File: config.mk
export PLATFORM = sky130hd
export DESIGN_NAME = ram_uploader_flat
export DESIGN_NICKNAME = d
export VERILOG_FILES = /design/src/rtl/ram_uploader_if.sv /design/src/rtl/ram_uploader.sv /design/src/flat_wrapper.sv
export SDC_FILE = /design/constraint.sdc
export NUM_CORES = 1
export LEC_CHECK = 0
export ABC_AREA = 1
export CAP_MARGIN = 40
export CORE_AREA = 2 2 115 117
export CTS_CLUSTER_DIAMETER = 50
export CTS_CLUSTER_SIZE = 16
export DETAILED_ROUTE_END_ITERATION = 6
export DIE_AREA = 0 0 117 119
export HOLD_SLACK_MARGIN = 0.03
export PLACE_DENSITY = 0.7
export SLEW_MARGIN = 20
export SYNTH_ARGS = -nofsm -noshare
export SYNTH_HDL_FRONTEND = slang
export SYNTH_SLANG_ARGS = --single-unit
File: constraint.sdc
create_clock -name clk -period 5 [get_ports clk]
set_input_delay 1.5 -clock clk [delete_from_list [all_inputs] [get_ports clk]]
set_output_delay 1.5 -clock clk [all_outputs]
set_load 0.03 [all_outputs]
File: src/rtl/ram_uploader_if.sv
// ram_uploader_if: bundles the host-side upload handshake and the core-side
// ioctl read bus used by ram_uploader.
//   host_upload_*      : start/abort/size/type request from the host
//   host_updata*       : packed 32-bit word and its req/ack handshake
//   host_upload_busy   : transfer in progress
//   host_upload_sum    : byte checksum (zero when checksum logic is not built)
//   ioctl_*            : read side toward the core (upload, index, rd, addr, din, wait)
// Modports: master = the uploader, slave = the host/core side.
interface ram_uploader_if #(
  parameter int LEN_W  = 16,
  parameter int ADDR_W = 27
);
  logic              host_upload_start;
  logic              host_upload_abort;
  logic [LEN_W-1:0]  host_upload_size;
  logic [2:0]        host_file_type;
  logic [31:0]       host_updata;
  logic              host_updata_req;
  logic              host_updata_ack;
  logic              host_upload_busy;
  logic [15:0]       host_upload_sum;
  logic              ioctl_upload;
  logic [15:0]       ioctl_index;
  logic              ioctl_rd;
  logic [ADDR_W-1:0] ioctl_addr;
  logic [7:0]        ioctl_din;
  logic              ioctl_wait;

  modport master (
    input  host_upload_start, host_upload_abort, host_upload_size, host_file_type,
    input  host_updata_ack, ioctl_din, ioctl_wait,
    output host_updata, host_updata_req, host_upload_busy, host_upload_sum,
    output ioctl_upload, ioctl_index, ioctl_rd, ioctl_addr
  );

  modport slave (
    output host_upload_start, host_upload_abort, host_upload_size, host_file_type,
    output host_updata_ack, ioctl_din, ioctl_wait,
    input  host_updata, host_updata_req, host_upload_busy, host_upload_sum,
    input  ioctl_upload, ioctl_index, ioctl_rd, ioctl_addr
  );
endinterface

File: src/rtl/ram_uploader.sv
// ram_uploader: reads a byte range out of the core over the ioctl read side,
// packs the bytes big-endian into 32-bit words (first byte in [31:24]) and
// hands each word to the firmware over a level req / pulse ack handshake.
// Ports:
//   clk     : system clock
//   reset_n : asynchronous active-low reset
//   bus     : ram_uploader_if.master (host request/handshake + ioctl read bus)
// Optional feature: define UPLOAD_CHECKSUM_EN to build the 16-bit wrap-around
// byte checksum on host_upload_sum; otherwise that output is tied to 0.
//
// state    | meaning
// ---------+--------------------------------------------------------------
// IDLE     | waiting for a start with non-zero size
// READ     | issue ioctl_rd for the next byte once ioctl_wait is low
// CAPTURE  | ioctl_din valid; store byte into its lane, advance addr/count
// PRESENT  | word offered to host (req high) until ack
// DONE     | one-cycle tail before dropping busy/upload
module ram_uploader #(
  parameter int LEN_W  = 16,
  parameter int ADDR_W = 27
) (
  input  logic           clk,
  input  logic           reset_n,
  ram_uploader_if.master bus
);

  typedef enum logic [2:0] {IDLE, READ, CAPTURE, PRESENT, DONE} state_t;

  state_t            state;
  logic [LEN_W-1:0]  remain;      // bytes still to capture, counts down
  logic [1:0]        lane;
  logic [31:0]       word;
  logic [ADDR_W-1:0] addr;
  logic [2:0]        file_type;
  logic              req;
  logic              busy;
`ifdef UPLOAD_CHECKSUM_EN
  logic [15:0]       sum;
`endif

  always_ff @(posedge clk or negedge reset_n) begin
    if (!reset_n) begin
      state     <= IDLE;
      remain    <= '0;
      lane      <= '0;
      word      <= '0;
      addr      <= '0;
      file_type <= '0;
      req       <= 1'b0;
      busy      <= 1'b0;
`ifdef UPLOAD_CHECKSUM_EN
      sum       <= '0;
`endif
    end else if (state != IDLE && bus.host_upload_abort) begin
      // addr, word and sum are left as they were for post-mortem inspection
      state <= IDLE;
      req   <= 1'b0;
      busy  <= 1'b0;
    end else begin
      case (state)
        IDLE: begin
          if (bus.host_upload_start && bus.host_upload_size != '0) begin
            remain    <= bus.host_upload_size;
            file_type <= bus.host_file_type;
            addr      <= '0;
            lane      <= '0;
            word      <= '0;
            busy      <= 1'b1;
`ifdef UPLOAD_CHECKSUM_EN
            sum       <= '0;
`endif
            state     <= READ;
          end
        end
        READ: begin
          if (!bus.ioctl_wait) state <= CAPTURE;
        end
        CAPTURE: begin
          // lane 0 lands in [31:24]; {~lane,3'b000} is 8*(3-lane)
          word[{~lane, 3'b000} +: 8] <= bus.ioctl_din;
          addr   <= addr + 1'b1;
          remain <= remain - 1'b1;
          lane   <= lane + 1'b1;
`ifdef UPLOAD_CHECKSUM_EN
          sum    <= sum + {8'h00, bus.ioctl_din};
`endif
          if (lane == 2'd3 || remain == LEN_W'(1)) begin
            req   <= 1'b1;
            state <= PRESENT;
          end else begin
            state <= READ;
          end
        end
        PRESENT: begin
          if (bus.host_updata_ack) begin
            req   <= 1'b0;
            word  <= '0;
            lane  <= '0;
            state <= (remain == '0) ? DONE : READ;
          end
        end
        DONE: begin
          busy  <= 1'b0;
          state <= IDLE;
        end
        default: state <= IDLE;
      endcase
    end
  end

  // The read strobe must react to ioctl_wait in the same cycle, so it is the
  // one output decoded from state rather than registered.
  assign bus.ioctl_rd         = (state == READ) && !bus.ioctl_wait;
  assign bus.ioctl_addr       = addr;
  assign bus.ioctl_index      = {13'b0, file_type};
  assign bus.ioctl_upload     = busy;
  assign bus.host_upload_busy = busy;
  assign bus.host_updata      = word;
  assign bus.host_updata_req  = req;
`ifdef UPLOAD_CHECKSUM_EN
  assign bus.host_upload_sum  = sum;
`else
  assign bus.host_upload_sum  = 16'h0000;
`endif

endmodule

File: src/flat_wrapper.sv
// flat-port wrapper written by rule: the top's interface ports become plain ports
module ram_uploader_flat 
#(
  parameter int LEN_W  = 16,
  parameter int ADDR_W = 27
)
  (clk, reset_n, bus_host_upload_start, bus_host_upload_abort, bus_host_upload_size, bus_host_file_type, bus_host_updata_ack, bus_ioctl_din, bus_ioctl_wait, bus_host_updata, bus_host_updata_req, bus_host_upload_busy, bus_host_upload_sum, bus_ioctl_upload, bus_ioctl_index, bus_ioctl_rd, bus_ioctl_addr);
  ram_uploader_if #(.LEN_W(LEN_W), .ADDR_W(ADDR_W)) bus_i ();
  input  logic clk;
  input  logic reset_n;
  input wire logic [$bits(bus_i.host_upload_start)-1:0] bus_host_upload_start;
  input wire logic [$bits(bus_i.host_upload_abort)-1:0] bus_host_upload_abort;
  input wire logic [$bits(bus_i.host_upload_size)-1:0] bus_host_upload_size;
  input wire logic [$bits(bus_i.host_file_type)-1:0] bus_host_file_type;
  input wire logic [$bits(bus_i.host_updata_ack)-1:0] bus_host_updata_ack;
  input wire logic [$bits(bus_i.ioctl_din)-1:0] bus_ioctl_din;
  input wire logic [$bits(bus_i.ioctl_wait)-1:0] bus_ioctl_wait;
  output wire logic [$bits(bus_i.host_updata)-1:0] bus_host_updata;
  output wire logic [$bits(bus_i.host_updata_req)-1:0] bus_host_updata_req;
  output wire logic [$bits(bus_i.host_upload_busy)-1:0] bus_host_upload_busy;
  output wire logic [$bits(bus_i.host_upload_sum)-1:0] bus_host_upload_sum;
  output wire logic [$bits(bus_i.ioctl_upload)-1:0] bus_ioctl_upload;
  output wire logic [$bits(bus_i.ioctl_index)-1:0] bus_ioctl_index;
  output wire logic [$bits(bus_i.ioctl_rd)-1:0] bus_ioctl_rd;
  output wire logic [$bits(bus_i.ioctl_addr)-1:0] bus_ioctl_addr;
  assign bus_i.host_upload_start = bus_host_upload_start;
  assign bus_i.host_upload_abort = bus_host_upload_abort;
  assign bus_i.host_upload_size = bus_host_upload_size;
  assign bus_i.host_file_type = bus_host_file_type;
  assign bus_i.host_updata_ack = bus_host_updata_ack;
  assign bus_i.ioctl_din = bus_ioctl_din;
  assign bus_i.ioctl_wait = bus_ioctl_wait;
  assign bus_host_updata = bus_i.host_updata;
  assign bus_host_updata_req = bus_i.host_updata_req;
  assign bus_host_upload_busy = bus_i.host_upload_busy;
  assign bus_host_upload_sum = bus_i.host_upload_sum;
  assign bus_ioctl_upload = bus_i.ioctl_upload;
  assign bus_ioctl_index = bus_i.ioctl_index;
  assign bus_ioctl_rd = bus_i.ioctl_rd;
  assign bus_ioctl_addr = bus_i.ioctl_addr;
  ram_uploader #(.LEN_W(LEN_W), .ADDR_W(ADDR_W)) u_core (.clk(clk), .reset_n(reset_n), .bus(bus_i));
endmodule
==> impl_metrics.tcl <==
set metrics [dict create \
    status "complete, no violations" \
    power.leakage_nw 3.19 \
    grt_max_degree 61 \
    finalCritPeriodShare_pct 84.0 \
    slowest_delay_ns 0.68 \
    grt_pass1_vias 4776 \
    antenna_found_initial 0 \
    vias 5160 \
    worst_path_most_repeated_cell "clkdlybuf4s50_1" \
    hold_path_depth 2 \
    dr.pass1.iters 5 \
    fin_skew_ns 0.00792 \
    syn_inst 791 \
    synthMuxAreaShare_pct 0 \
    std_cell_rows 42 \
    crit_buf_inv 2 \
    setup_viol 0 \
    finalHoldViolations 0 \
    wire_per_inst_um 12.9 \
    cts_buffers 9 \
    worstSkewPairLatency_ns 0.35 \
    route.detailed.drc 0 \
    cap_viol_max_count 0 \
    rr_endpoint "u_core.bus.ioctl_addr[19]$_DFFE_PN0P_" \
    setup-tns-final_ns 0 \
    h-tree-depth 3 \
    slew_violations 0 \
    busiest_layer "met2" \
    core-area_sq_um 12900 \
    fin_nets 921 \
    instances_no_fill 1062 \
    ir_worst_vdd_uv 173 \
    root_buffer "clkbuf_16" \
    num_io_pins 128 \
    via_per_inst 4.86 \
    cts_buffer_depth 2 \
    postCtsHoldBufs 0 \
    port_buffers 98 \
    synth_fa_ha_area_share_pct 1.63 \
    switching_share_pct 43.8 \
    fmax_mhz 238 \
    met2_usage_pct 32.0 \
    fin_crit_ns 4.20 \
    netlist_top_cells_area "dfrtp_1, nand2_1, nor2_1, nand3_1, buf_4" \
    synth_compound_area_share_pct 3.68 \
    min_from "u_core.bus.host_updata[15]$_DFFE_PN0P_" \
    syn_area_sq_um 5370 \
    synth_top_family_by_area "simple AND/OR/NAND/NOR gates" \
    clkSinkCount 85 \
    grt-ovfl-total 0 \
    maxSlewHeadroom_pct 52.8 \
    min_to "u_core.bus.host_updata[15]$_DFFE_PN0P_" \
    cp-end-kind "output port" \
    die_w_um 117 \
    gp_congestion 0.873 \
    area_growth_pct 24.6 \
    clkPwrFrac_pct 23.5 \
    grt_use_total_pct 20.6 \
    cts_setup_buffers 0 \
    clk_pin_slew_ns 0.06 \
    whs_ns 0.468 \
    synth.distinct_cells 28 \
    power.switching_w 0.00116 \
    cp.required_ns 3.50 \
    yosysWarnings 0 \
    cp-start-kind "input port" \
    p_per_area_nw_per_um2 396 \
    synth-simple-area-share_pct 42.2 \
    dpl.hpwl_mm 9.95 \
    synth_area_per_cell_sq_um 6.79 \
    use_met1_pct 28.7 \
    tightestPinTransition_ns 0.708 \
    rsz0062_at_grt "no" \
    yosysTopAreaCell "dfrtp_1" \
    grt_pass1_wl_mm 22.8 \
    synth_seq_cells 85 \
    netlist.area_leader.share_pct 39.6 \
    worstPathCellList "clkdlybuf4s50_1, nor2_1, clkdlybuf4s50_1" \
    cts_tree "built" \
    placedCellCount 1044 \
    critPathTopFamily "buffers and inverters" \
    dieArea_sq_um 13900 \
    drive_gt1_share_pct 4.97 \
    wirelength_mm 13.7 \
    antennaDiodeCount 0 \
    ys_seq_area_share_pct 39.6 \
    cts-resized-gates 0 \
    power_frac_comb_pct 41.5 \
    initial_core_util_pct 41.7 \
    die_h_um 119 \
    worst_ep_arrival_time_ns 2.70 \
    path_class "in -> out" \
    initialDrtViolationCount 306 \
    synthXorXnorAreaFrac_pct 2.44 \
    worstPathMaxFanout 2 \
    intPower_w 0.00149 \
    seqPwrFrac_pct 35.0 \
    r2r_cells 11 \
    hp-class "reg -> reg" \
    grt_use_met3_pct 3.26 \
    ff2ff_setup_slack_ns 2.49 \
    cp_slowest_cell "clkdlybuf4s50_1" \
    r2r_start "u_core.state[1]$_DFFE_PN0P_" \
    nFillCells 1308 \
    drtAntennaViolNets 0 \
]
## per-layer routing
metal  vias up  wire length (um)
met5         -                 0
met4         0               324
met3        24               723
met2       142              6230
met1      2360              6390
li1       2634                 -
## cells by family (layout without fill, tap and decap cells)
kind of cell,count (synthesis),count (layout)
AND/OR/NAND/NOR,533,533
buffers and inverters,111,178
flip-flops,85,85
AO/OA/AOI/OAI,39,39
XOR/XNOR,15,15
adder cells (fa/ha/maj),7,7
other,1,29
## per-stage QoR
| stage | utilization (%) | cell area (sq um) | setup WS (ns) | power (W) |
|---|---|---|---|---|
| 5_1_grt | 52.0 | 6700 | 0.733 | 0.00285 |
| 3_3_place_gp | 49.5 | 6370 | 0.803 | 0.00200 |
| 6_report | 52.0 | 6700 | 0.801 | 0.00265 |
| 4_1_cts | 51.7 | 6650 | 0.797 | 0.00266 |
| 3_5_place_dp | 49.6 | 6380 | 0.804 | 0.00203 |
| 2_1_floorplan | - | 5480 | 1.59 | 0.00173 |
## sequential cells by signal (all words and copies together), names as in the netlist
name / flops
u_core.bus.host_updata_req: 1
u_core.bus.host_upload_busy: 1
u_core.file_type: 3
u_core.bus.ioctl_addr: 27
u_core.bus.host_updata: 32
u_core.remain: 16
u_core.state: 3
u_core.lane: 2
## worst reg2reg max path: stages, from the launching register on
cell and delay (ns):
dfrtp_1 0.36, inv_1 0.11, nor2_2 0.15, nand2_1 0.20
buf_8 0.23, nor2_2 0.21, inv_1 0.08, nand2_2 0.06
buf_4 0.33, inv_2 0.39, nand2_1 0.14, o21ai_0 0.09
## worst max path at each step
| stage | startpoint | endpoint | slack (ns) | depth (start not counted) |
|---|---|---|---|---|
| floorplan | bus_ioctl_wait | bus_ioctl_rd | 1.59 | 1 |
| finish | bus_ioctl_wait | bus_ioctl_rd | 0.80 | 3 |
| global placement | bus_ioctl_wait | bus_ioctl_rd | 0.80 | 3 |
| global route | bus_ioctl_wait | bus_ioctl_rd | 0.73 | 3 |
| detailed placement | bus_ioctl_wait | bus_ioctl_rd | 0.80 | 3 |
| CTS | bus_ioctl_wait | bus_ioctl_rd | 0.80 | 3 |
## layout by cell type (no fill, tap or decap), drive strengths merged
cell	n
clkbuf	12
xnor2	1
or2	11
nand3	67
nor3	8
nand2	290
o21ai	33
dfrtp	85
conb	29
clkinv	4
clkdlybuf4s50	97
a21oi	5
xor2	14
nor2	120
nand4	35
inv	56
buf	9
o21bai	1
ha	7
nand3b	2
## Yosys cell counts
cell and n:
a21oi_1 5, buf_1 3, buf_2 14, buf_4 33, clkbuf_1 5, conb_1 1, dfrtp_1 85, ha_1 7
inv_1 55, inv_2 1, nand2_1 289, nand2_2 1, nand3_1 62, nand3_2 5, nand3b_1 2, nand4_1 35
nor2_1 117, nor2_2 2, nor2_4 1, nor3_1 7, nor3_4 1, o21ai_0 31, o21ai_1 2, o21bai_1 1
or2_0 1, or2_2 10, xnor2_1 1, xor2_1 14
## power by group through the flow
stage                     registers, W  clock network, W  logic [W]
after global placement        0.000935                 0    0.00107
after detailed placement      0.000936                 0    0.00109
final                         0.000928          0.000623    0.00110
after global routing          0.000946          0.000670    0.00124
after floorplan               0.000981                 0   0.000751
after CTS                     0.000926          0.000640    0.00110
## area by class of cell
cell class	count	area, sq um	share of cell area [%]
multi-input combinational	623	2790	41.7
sequential	85	2130	31.8
timing repair buffer	106	1070	16.0
clock buffer	12	246	3.68
tap	176	220	3.29
inverter	56	210	3.14
clock inverter	4	23.8	0.355
Note: power is estimated with default switching activity, not from simulation.
